## config.mk

```make
export PLATFORM = sky130hd
export DESIGN_NAME = shiftreg_delay_line
export DESIGN_NICKNAME = d
export VERILOG_FILES = /design/src/rtl/shiftreg_delay_line.sv
export SDC_FILE = /design/constraint.sdc
export NUM_CORES = 1
export LEC_CHECK = 0
export ABC_AREA = 0
export CAP_MARGIN = 20
export CELL_PAD_IN_SITES_DETAIL_PLACEMENT = 1
export CELL_PAD_IN_SITES_GLOBAL_PLACEMENT = 1
export CORE_MARGIN = 1.5
export CORE_UTILIZATION = 54
export CTS_CLUSTER_SIZE = 25
export DETAILED_ROUTE_END_ITERATION = 8
export PLACE_DENSITY_LB_ADDON = 0.25
export SYNTH_ARGS = -nofsm -noshare
export SYNTH_HDL_FRONTEND = slang
export SYNTH_SLANG_ARGS = --single-unit
```

## constraint.sdc

```tcl
create_clock -name clk -period 19.5 [get_ports clk]
set_input_delay 3.9 -clock clk [delete_from_list [all_inputs] [get_ports clk]]
set_output_delay 3.9 -clock clk [all_outputs]
set_load 0.02 [all_outputs]
```

## src/rtl/shiftreg_delay_line.sv

```systemverilog
// WIDTH-bit, DEPTH-stage delay line with a runtime-selectable output tap and a valid tag per word.
// Supports shift, rotate (recirculate through the tapped loop), hold and synchronous clear.
module shiftreg_delay_line #(
  parameter int WIDTH = 8,
  parameter int DEPTH = 64,
  parameter int TAP_W = $clog2(DEPTH),
  parameter int CNT_W = $clog2(DEPTH + 1)
) (
  input  logic             clk,
  input  logic             rst,
  input  logic             en,
  input  logic [1:0]       mode,
  input  logic [WIDTH-1:0] din,
  input  logic             din_valid,
  input  logic [TAP_W-1:0] tap,
  output logic [WIDTH-1:0] dout,
  output logic             dout_valid,
  output logic [CNT_W-1:0] fill_cnt,
  output logic             primed
);

  typedef enum logic [1:0] {
    MODE_SHIFT  = 2'b00,
    MODE_ROTATE = 2'b01,
    MODE_HOLD   = 2'b10,
    MODE_CLEAR  = 2'b11
  } mode_t;

  localparam logic [TAP_W-1:0] TAP_MAX  = TAP_W'(DEPTH - 1);
  localparam logic [CNT_W-1:0] FILL_MAX = CNT_W'(DEPTH);

  mode_t            mode_sel;
  logic             clear_now;
  logic             move_now;
  logic             rotate_now;
  logic [TAP_W-1:0] tap_eff;

  logic [WIDTH-1:0] stage_reg [DEPTH];
  logic [DEPTH-1:0] vld_reg;
  logic [CNT_W-1:0] fill_reg;
  logic [CNT_W-1:0] fill_next;
  logic [WIDTH-1:0] stage0_next;
  logic             vld0_next;

  assign mode_sel   = mode_t'(mode);
  assign clear_now  = rst || (mode_sel == MODE_CLEAR);
  assign move_now   = en && ((mode_sel == MODE_SHIFT) || (mode_sel == MODE_ROTATE));
  assign rotate_now = (mode_sel == MODE_ROTATE);

  // Out-of-range taps can only exist when DEPTH is not a power of two.
  generate
    if (DEPTH == (1 << TAP_W)) begin : g_tap_direct
      assign tap_eff = tap;
    end else begin : g_tap_clamp
      assign tap_eff = (tap > TAP_MAX) ? TAP_MAX : tap;
    end
  endgenerate

  always_comb begin
    stage0_next = din;
    vld0_next   = din_valid;
    if (rotate_now) begin
      stage0_next = stage_reg[tap_eff];
      vld0_next   = vld_reg[tap_eff];
    end
  end

  // Only plain shifts count toward fill; rotation just recirculates existing words.
  always_comb begin
    fill_next = fill_reg;
    if (en && (mode_sel == MODE_SHIFT) && (fill_reg != FILL_MAX)) begin
      fill_next = fill_reg + CNT_W'(1);
    end
  end

  always_ff @(posedge clk) begin
    if (clear_now) begin
      stage_reg[0] <= '0;
      vld_reg[0]   <= 1'b0;
      fill_reg     <= '0;
    end else if (move_now) begin
      stage_reg[0] <= stage0_next;
      vld_reg[0]   <= vld0_next;
      fill_reg     <= fill_next;
    end
  end

  generate
    for (genvar gi = 1; gi < DEPTH; gi++) begin : g_stage
      always_ff @(posedge clk) begin
        if (clear_now) begin
          stage_reg[gi] <= '0;
          vld_reg[gi]   <= 1'b0;
        end else if (move_now) begin
          stage_reg[gi] <= stage_reg[gi-1];
          vld_reg[gi]   <= vld_reg[gi-1];
        end
      end
    end
  endgenerate

  assign dout       = stage_reg[tap_eff];
  assign dout_valid = vld_reg[tap_eff];
  assign fill_cnt   = fill_reg;
  assign primed     = (fill_reg > CNT_W'(tap_eff));

endmodule

```

==> run summary <==
Setup TNS after final layout: 0 ns. The count of nets left with antenna violations once routing finished came out at 0. The root buffer cell chosen for the clock tree is sky130_fd_sc_hd__clkbuf_16. The largest total area in the synthesized netlist belongs to sky130_fd_sc_hd__edfxtp_1. With fillers left out, the area of the finished cells amounts to 28600 um2. The multi-input combinational cells in the finished layout cover a total of 8500 um2. STA puts the critical path data required time at 15.60 ns.

The maximum fanout along the worst path came out at 60. For the total cell area at the placement stage, the log shows 26600 um2. The total core area came out at 47500 um2. Setup repair after global routing left no endpoint under its margin.

Global routing used 23.5% of the available tracks across all layers. Headroom to the max-slew limit came out at 26.1%. The completed layout was analyzed and its total power is 0.00282 W.

In this run, synthesis produced a sequential element count of 583. The run gives 54.5% as the initial core utilization. For the worst flop-to-flop path, the logic depth is 6. Detailed placement finished with a half-perimeter wire length of 31900 um. The die covers 49300 um2.

The tightest min-delay check is of the flop to flop type. The total buffers and inverters traversed by the critical path was 4. The number of distinct standard cells referenced by the synthesized netlist came out at 45. The deepest level of the CTS H-tree was 2; the number of vias per cell was 6.07.

Most used cell along the critical path: sky130_fd_sc_hd__buf_4. The launching point of the worst reg2reg path was stage_reg[26][5]$_SDFFCE_PN0P_. Synthesis produced a netlist with a net count of 1681. For the number of buffers inserted during clock tree synthesis, the log shows 60. In the synthesized netlist the dominant register cell turns out to be sky130_fd_sc_hd__edfxtp_1. IR analysis of the VDD net gives a maximum drop of 0.000104 V. No sink is reached through more buffers than the 3 on the longest clock path. The register with the most flip-flops in the layout has 512 of them.

Yosys attributes the largest share of cell area to sky130_fd_sc_hd__edfxtp_1, sky130_fd_sc_hd__and2_1, sky130_fd_sc_hd__mux4_2. The total count of hold-check failures in the final report was 0; the total placed cells including tap cells was 2204. The number of global-route vias before repair came out at 15.0k. The post-CTS setup buffer count came out at 0.

For this design, the slowest cell found on the critical path is sky130_fd_sc_hd__buf_4. Number of vias in the routed layout: 14.0k. Summed over all layers, the routed wires come to 56600 um. Across the whole layout, storage elements account for 16800 um2. The number of enable-type register cells in the synthesized netlist was 512; the part of the Yosys area used for sequential elements was 64.9%. The analysis attributes to cell leakage a power of 10.7 nW.

The initial antenna violation count came out at 0. In this run the worst setup path begins at tap[0]. The power per unit of standard cell area was 98.4 nW/um2. The congestion estimate from routability-driven global placement came to 0.750. The site row count is 80, and the first-pass iteration count of the detailed router is 5. The pin slew with the least headroom to its limit works out to 1.11 ns. In this run the tool buffered the top-level ports with 36 buffer cells. The time the worst path needs with I/O delays and setup works out to 12.04 ns. In the layout the commonest cells are sky130_fd_sc_hd__edfxtp_1, sky130_fd_sc_hd__and2_1, sky130_fd_sc_hd__mux4_2, sky130_fd_sc_hd__dfxtp_1, sky130_fd_sc_hd__a22o_1. After synthesis, the mean cell area works out to 15.7 um2. The share of synthesized flip-flops with an asynchronous set or reset came out at 0%. Summed over all layers, the global routing overflow is 0.

In this run, post-CTS repair resized a total of 0 instances. The run gives 1237 as the violation count after the first detailed-routing iteration. The setup path with the least slack is of type input port to output pin. Kind of start point of the critical path: an input port.

The later pin in the worst-skew pair is clocked with a latency of 0.62 ns. Between clock sinks in the finished design, the worst skew comes to 0.0134 ns. 0 antenna diodes ended up in the layout. The period utilization was 61.8%; the die width was 222 um. Entering global routing, the biggest net connects 312 pins. The total number of nets in the final design came out at 1681. From bottom edge to top edge, the die measures 222 um. Excluding fillers, the count of instances in the completed layout stands at 2314.

The synthesized netlist cell count was 1653. The clock transition at the register clock pins on the worst setup and hold paths after CTS was 0.06 ns. The number of slew-limit violations in the final report came out at 0. Setup violations remaining at the end of the flow were counted as 0. The tools report the timing-limited maximum frequency as 0.0830 GHz.

The peak per-stage delay on the critical path was 0.77 ns. The flow ran to the end, and the final reports show no timing, DRC or antenna violations. Number of maximum-capacitance constraint violations: 0. TritonCTS built the clock tree. The cell area that synthesis handed to floorplanning was 25900 um2. 37 I/O pins were placed. The number of clock sinks was 583.

The run gives 89700 um as the global-route wire length before repair. Walking the worst path, the cells encountered are buf_8 > buf_4 > buf_4 > mux4_2 > a22oi_1 > a21oi_1 > or4_4 > clkdlybuf4s50_1. After synthesis, the largest area contributor takes up 59.4% of total cell area. The total of fill cells in the finished design was 4233; the number of cells on the worst hold path was 1. Broken down by cell family, the worst path's largest delay share belongs to buffers and inverters. The arrival time of the worst setup path was 8.14 ns; the number of synthesis warnings was 0. The beginning of the worst hold path is vld_reg[48]$_SDFFE_PP0P_.

In this run, post-CTS hold repair placed 0 buffers. The wire length per cell after detailed routing was 24.5 um. The library cell used most frequently in the layout, excluding fill and tap cells, is sky130_fd_sc_hd__edfxtp_1. After detailed routing, the number of remaining DRC violations is 0.

Compared with the post-synthesis result, the final layout area differs by 10.6%. Cells with a size suffix above 1 make up 15.7% of the layout. The critical path runs through a total of 8 cells.

The type of element capturing the critical path was an output pin.
==> per-layer routing <==
metal / routed length [um] / vias up / global-route usage, %
li1: - / 6218 / -
met2: 28000 / 302 / 38.2
met3: 2240 / 79 / 3.43
met4: 1030 / 0 / 5.30
met5: 0 / - / 0
met1: 25400 / 7436 / 33.9
==> path summary, 6_finish.rpt <==
path | endpoint | slack [ns]
min | vld_reg[49]$_SDFFE_PP0P_ | 0.50
min reg2reg | vld_reg[49]$_SDFFE_PP0P_ | 0.50
max reg2reg | stage_reg[0][5]$_SDFFCE_PN0P_ | 17.16
max | dout[3] | 7.46
==> area by class of cell <==
| cell class | count | share of cell area [%] |
|---|---|---|
| well taps | 615 | 2.69 |
| repair buffers | 58 | 2.02 |
| inverters | 10 | 0.157 |
| flip-flops and latches | 583 | 58.7 |
| clock buffers | 77 | 5.76 |
| clock inverters | 31 | 1.04 |
| multi-input cells | 940 | 29.7 |
==> report_power, final <==
group	switching (W)	internal, W	total [W]
Clock	0.000484	0.000672	0.00116
Combinational	0.000107	0.0000790	0.000187
Sequential	0.0000392	0.00144	0.00147
==> Yosys cell counts (all sizes together) (3+ instances only) <==
cell      n
a211oi    8
a21boi    4
a21o      3
a21oi    19
a22o     66
a22oi    34
a31oi     5
and2    505
buf      39
clkbuf   81
dfxtp    71
edfxtp  512
ha        8
inv      10
mux2i    17
mux4    145
nand2    40
nand2b    4
nand3    12
nand4     3
nor2     20
nor2b     4
o21ai     7
o22ai     9
or4       4
xnor2     3
==> cells by family (layout without fill, tap and decap cells) <==
| logic type | Yosys count | in the layout | synth area share, % |
|---|---|---|---|
| DFF | 583 | 583 | 64.9 |
| buffers and inverters | 130 | 176 | 2.40 |
| xor gates and xnor gates | 5 | 5 | 0.169 |
| AOI/OAI and AO/OA | 162 | 162 | 4.76 |
| and+or+nand+nor | 602 | 602 | 14.0 |
| adders and majority gates | 8 | 8 | 0.387 |
| muxes | 163 | 163 | 13.4 |
==> stage by stage <==
| stage | utilization [%] | worst slack (ns) | hold slack [ns] |
|---|---|---|---|
| 2_1_floorplan | - | 4.21 | 0.449 |
| 3_3_place_gp | 56.0 | 7.32 | 0.468 |
| 3_5_place_dp | 56.0 | 7.30 | 0.470 |
| 4_1_cts | 60.1 | 7.31 | 0.492 |
| 5_1_grt | 60.2 | 7.04 | 0.518 |
| 6_report | 60.2 | 7.46 | 0.496 |
No activity file was read; power rests on OpenSTA's default activity.
